File: src/rtl/sfp_pkg.sv
// Shared types, default sizes and saturation limits for the psum accumulator block.
// The optional ReLU stage is enabled with the SFP_RELU_EN macro.
package sfp_pkg;

    typedef enum logic [1:0] {
        IDLE = 2'd0,
        ACC  = 2'd1,
        HOLD = 2'd2
    } state_t;

    localparam int PSUM_BW = 16;
    localparam int COL     = 8;
    localparam int LEN_BW  = 4;

    // Limits are returned as 64-bit values so callers can slice them to any lane width up to 63.
    function automatic longint sat_max(int bw);
        return (longint'(1) <<< (bw - 1)) - longint'(1);
    endfunction

    function automatic longint sat_min(int bw);
        return -(longint'(1) <<< (bw - 1));
    endfunction

endpackage

File: src/rtl/sfp_lane.sv
// One column: signed saturating accumulator with an optional ReLU on the output.
// ReLU is included only when SFP_RELU_EN is defined; it never touches the stored sum.
module sfp_lane
    import sfp_pkg::*;
#(
    parameter int psum_bw = PSUM_BW
) (
    input  logic                      clk,
    input  logic                      reset,
    input  logic                      load_i,
    input  logic                      add_i,
    input  logic signed [psum_bw-1:0] in_i,
    output logic signed [psum_bw-1:0] out_o
);

    localparam longint MAX_L = sat_max(psum_bw);
    localparam longint MIN_L = sat_min(psum_bw);
    localparam logic signed [psum_bw-1:0] MAX_V   = MAX_L[psum_bw-1:0];
    localparam logic signed [psum_bw-1:0] MIN_V   = MIN_L[psum_bw-1:0];
    localparam logic signed [psum_bw:0]   SUM_MAX = MAX_L[psum_bw:0];
    localparam logic signed [psum_bw:0]   SUM_MIN = MIN_L[psum_bw:0];

    logic signed [psum_bw-1:0] acc_q, acc_d;
    logic signed [psum_bw:0]   sum_w;

    // One guard bit is enough to detect overflow of a two-operand signed add.
    assign sum_w = {acc_q[psum_bw-1], acc_q} + {in_i[psum_bw-1], in_i};

    always_comb begin
        acc_d = acc_q;
        if (load_i) begin
            acc_d = in_i;
        end else if (add_i) begin
            if (sum_w > SUM_MAX)      acc_d = MAX_V;
            else if (sum_w < SUM_MIN) acc_d = MIN_V;
            else                      acc_d = sum_w[psum_bw-1:0];
        end
    end

    always_ff @(posedge clk or posedge reset) begin
        if (reset) acc_q <= '0;
        else       acc_q <= acc_d;
    end

`ifdef SFP_RELU_EN
    assign out_o = acc_q[psum_bw-1] ? '0 : acc_q;
`else
    assign out_o = acc_q;
`endif

endmodule

File: src/rtl/sfp_acc.sv
// Accumulates acc_len psum vectors per column, then holds the result until the writer takes it.
// Optional per-lane ReLU on out_data is selected by SFP_RELU_EN (see sfp_lane).
module sfp_acc
    import sfp_pkg::*;
#(
    parameter int psum_bw = PSUM_BW,
    parameter int col     = COL,
    parameter int len_bw  = LEN_BW
) (
    input  logic                   clk,
    input  logic                   reset,
    input  logic                   in_valid,
    output logic                   in_ready,
    input  logic [col*psum_bw-1:0] in_data,
    input  logic [len_bw-1:0]      acc_len,
    output logic                   out_valid,
    input  logic                   out_ready,
    output logic [col*psum_bw-1:0] out_data,
    output logic                   busy
);

    state_t            state_q, state_d;
    logic [len_bw-1:0] cnt_q, cnt_d;
    logic [len_bw-1:0] len_q, len_d;
    logic [len_bw-1:0] eff_len;
    logic [len_bw-1:0] cnt_inc;
    logic              load_w, add_w;

    assign eff_len = (acc_len == '0) ? len_bw'(1) : acc_len;
    assign cnt_inc = cnt_q + len_bw'(1);

    always_comb begin
        state_d = state_q;
        cnt_d   = cnt_q;
        len_d   = len_q;
        load_w  = 1'b0;
        add_w   = 1'b0;
        case (state_q)
            IDLE: begin
                if (in_valid) begin
                    load_w  = 1'b1;
                    len_d   = eff_len;
                    cnt_d   = len_bw'(1);
                    state_d = (eff_len == len_bw'(1)) ? HOLD : ACC;
                end
            end
            ACC: begin
                if (in_valid) begin
                    add_w   = 1'b1;
                    cnt_d   = cnt_inc;
                    if (cnt_inc == len_q) state_d = HOLD;
                end
            end
            HOLD: begin
                // in_ready is low here, so the cycle that drains the result never takes a vector.
                if (out_ready) state_d = IDLE;
            end
            default: state_d = IDLE;
        endcase
    end

    always_ff @(posedge clk or posedge reset) begin
        if (reset) begin
            state_q <= IDLE;
            cnt_q   <= '0;
            len_q   <= '0;
        end else begin
            state_q <= state_d;
            cnt_q   <= cnt_d;
            len_q   <= len_d;
        end
    end

    assign in_ready  = (state_q != HOLD);
    assign out_valid = (state_q == HOLD);
    assign busy      = (state_q != IDLE);

    for (genvar i = 0; i < col; i++) begin : g_lane
        sfp_lane #(.psum_bw(psum_bw)) u_lane (
            .clk    (clk),
            .reset  (reset),
            .load_i (load_w),
            .add_i  (add_w),
            .in_i   (in_data[i*psum_bw +: psum_bw]),
            .out_o  (out_data[i*psum_bw +: psum_bw])
        );
    end

endmodule

File: config.mk
export PLATFORM = sky130hd
export DESIGN_NAME = sfp_acc
export DESIGN_NICKNAME = d
export VERILOG_FILES = /design/src/rtl/sfp_pkg.sv /design/src/rtl/sfp_lane.sv /design/src/rtl/sfp_acc.sv
export SDC_FILE = /design/constraint.sdc
export NUM_CORES = 1
export LEC_CHECK = 0
export ABC_AREA = 1
export CELL_PAD_IN_SITES_DETAIL_PLACEMENT = 2
export CELL_PAD_IN_SITES_GLOBAL_PLACEMENT = 2
export CORE_ASPECT_RATIO = 1.1
export CORE_MARGIN = 10
export CORE_UTILIZATION = 30
export DETAILED_ROUTE_END_ITERATION = 10
export HOLD_SLACK_MARGIN = 0.1
export PLACE_DENSITY_LB_ADDON = 0.08
export SETUP_SLACK_MARGIN = 0.3
export SLEW_MARGIN = 15
export SYNTH_ARGS = -nofsm -noshare
export SYNTH_HDL_FRONTEND = slang
export SYNTH_HIERARCHICAL = 1
export SYNTH_SLANG_ARGS = --single-unit
File: constraint.sdc
create_clock -name clk -period 3.1 [get_ports clk]
set_input_delay 0.93 -clock clk [delete_from_list [all_inputs] [get_ports clk]]
set_output_delay 0.93 -clock clk [all_outputs]
set_load 0.1 [all_outputs]
==> run_results.csv <==
group,metric,value,unit
outcome,status,"finished clean",
min_path,hold_class,"reg2reg",
setup_path,crit_path_start_kind,"primary input",
timing,finalSetupViolCount,0,
setup_path,r2r-end,"g_lane[1].u_lane/out_o[2]",
setup_path,r2r_start,"g_lane[1].u_lane/out_o[0]",
global_route,grt_use_total,0.2109,
routing,wl,73200,µm
global_route,grt_pass1_wl,110100,µm
placed_design,place_area,0.02118,mm²
min_path,holdPathStages,2,
synthesis,synth_most_common_cell,"nand2_1",
synthesis,synthDistinctLibCells,38,
timing,finalCritPeriodShare,0.8989,
min_path,hp-start,"len_q[3]",
clock_tree,clock_latency,500,ps
setup_path,crit_required,3490,ps
synthesis,synthCells,2535,
setup_path,critPathArrivalTime,3170,ps
synthesis,yosys_register_bits,138,
setup_path,critPathCaptureType,"register",
routing,drt_iter0_drc,587,
floorplan,coreArea,0.05367,mm²
timing,slew_viol_final,0,
floorplan,dieArea,0.06396,mm²
global_route,grt-ovfl-total,0,
synthesis,yosys.area.top_type,"nand2_1",
finish,final_area,0.02327,mm²
setup_path,cp_max_fo,7,
synthesis,ys_warn_count,6,
synthesis,yosysTopAreaCellShare,0.2302,
setup_path,rrSetupSlack,600,ps
clock_tree,cts_root_buf,"clkbuf_16",
routing,drc_errors,0,
clock_tree,cts_tree,"yes",
synthesis,synthTopCellsByCount,"nand2_1, inv_1, nand2_2",
run,maxCapViolCount,0,
synthesis,netlist_area,0.01627,mm²
finish,fin_nets,3332,
floorplan,io_pins,267,
timing,worst_pin_slew,744.2,ps
setup_path,r2r_cells,15,
floorplan,die_w,242.0,µm
placed_design,io_buffers,266,
finish,final_util,0.4336,
routing,wire_per_inst,19.26,µm
routing,vias_per_cell,4.808,
clock_tree,clkTransAtPathRegs,70,ps
floorplan,row_count,89,
global_route,grt_pass1_vias,20620,
timing,max-slew-margin-rel,0.5023,
synthesis,syn_area_per_cell,6.418,µm²
placed_design,place.gp.congestion,0.8162,
floorplan,fp.dieH,264.3,µm
finish,drive_gt1_frac,0.3053,
clock_tree,htreeDepth,4,
placed_design,hpwl,54380,µm
global_route,grt_max_degree,51,
timing,min_period,2787,ps
routing,vias,18270,
clock_tree,clock_sinks,138,
routing,ant_nets,0,
finish,final_cells,3801,
timing,hold_violations,0,
timing,rsz0062_at_grt,"false",
timing,finalClockSkew,7.678,ps
synthesis,synthFlopType,"dfrtp_1",
floorplan,start_util,0.3031,
synthesis,syn_nets,2808,
synthesis,synthArstFlopShare,1.000,
clock_tree,numCtsBuffers,17,
min_path,hold_end,"len_q[3]",
placed_design,dpl.cell_count,3742,
synthesis,synth_edf_count,0,
global_route,grt_antenna_before_repair,1,
routing,dr.pass1.iters,4,
clock_tree,clk_path_buf_depth,2,
setup_path,crit_type,"in2reg",
timing,max_freq,0.3589,GHz
synthesis,synth_seq_area_share,0.2122,
synthesis,synth.top_cells.by_area,"nand2_1, dfrtp_1, ha_1",
finish,area_growth,43.03,%
## metrics by stage
stage,setup WS [ps],setup TNS [ps],hold WS (ps)
after floorplan,316.6,0,455.1
after global placement,-385.2,-29490,475.1
after detailed placement,-474.6,-42750,483.6
after CTS,261.0,0,498.5
after global routing,225.6,0,551.2
final,313.3,0,495.2
## flip-flops by register name (all words and copies together), names as in the netlist
register and flops:
cnt_q 4, g_lane.u_lane/out_o 128, len_q 4, state_q 2
## cells by family after synthesis
group	synth area share
adder cells (fa/ha/maj)	0.1090
flip-flops	0.2122
buffers and inverters	0.1237
XOR/XNOR	0.04468
AO/OA/AOI/OAI	0.09989
AND/OR/NAND/NOR	0.4104
## critical path, cell delays in order
cell and delay [ps]:
clkdlybuf4s50_1 430, ha_1 360, inv_1 110, o21ai_4 160
nand3_2 90, nand2_2 90, nand2_2 70, buf_4 150
nand3_2 60, nand2_2 80, a21oi_4 250, clkbuf_16 210
nand2_1 60, nand2_1 60, nand2_1 50
## worst max-delay path by stage
| stage | start | depth (start not counted) | slack [ps] | end |
|---|---|---|---|---|
| 2_1_floorplan | state_q[1] | 8 | 320 | g_lane[0].u_lane/out_o[15] |
| 3_3_place_gp | in_data[64] | 14 | -390 | g_lane[4].u_lane/out_o[2] |
| 3_5_place_dp | in_data[64] | 14 | -470 | g_lane[4].u_lane/out_o[6] |
| 4_1_cts | in_data[16] | 16 | 260 | g_lane[1].u_lane/out_o[7] |
| 5_1_grt | in_data[37] | 15 | 230 | g_lane[2].u_lane/out_o[7] |
| 6_report | in_data[18] | 15 | 310 | g_lane[1].u_lane/out_o[2] |
## area by class of cell
type                    instances  area, µm²
diodes                          1      2.502
clock buffers                  20      446.7
clock inverters                12      172.7
fillers                      6377      30400
inverters                     369       1390
multi-input cells            1976      11870
flip-flops and latches        138       3461
well taps                     728      910.9
repair buffers                557       5016
## placed cells by master, fill, tap and decap left out, drive strengths merged
| master | instances |
|---|---|
| a21oi | 206 |
| a22oi | 8 |
| and2 | 16 |
| buf | 417 |
| bufinv | 4 |
| clkbuf | 25 |
| clkdlybuf4s15 | 1 |
| clkdlybuf4s50 | 86 |
| clkinv | 6 |
| clkinvlp | 2 |
| dfrtp | 138 |
| diode | 1 |
| dlymetal6s2s | 48 |
| fa | 8 |
| ha | 129 |
| inv | 369 |
| nand2 | 1186 |
| nand3 | 101 |
| nand3b | 1 |
| nand4 | 17 |
| nor2 | 151 |
| nor3 | 16 |
| o21ai | 14 |
| o21bai | 16 |
| o22ai | 1 |
| o31ai | 6 |
| or2 | 17 |
| xnor2 | 27 |
| xor2 | 56 |
## metal layers
| layer | share of wire | GRT usage | vias to the layer above |
|---|---|---|---|
| met4 | 0.016 | 0.04863 | 0 |
| met2 | 0.54 | 0.4011 | 220 |
| li1 | - | - | 8852 |
| met5 | 0 | 0 | - |
| met3 | 0.030 | 0.03724 | 60 |
| met1 | 0.41 | 0.2384 | 9142 |
## what timing repair did
item,in CTS,in global routing
gates resized for setup,28,191
pin swaps,15,45
buffers inserted,10,9
hold buffers,0,0
cloned,1,6
endpoints found under the setup margin,118,120
Power is not shown: default switching activity piles up to over one toggle a cycle in this logic, so the estimate is an artifact.
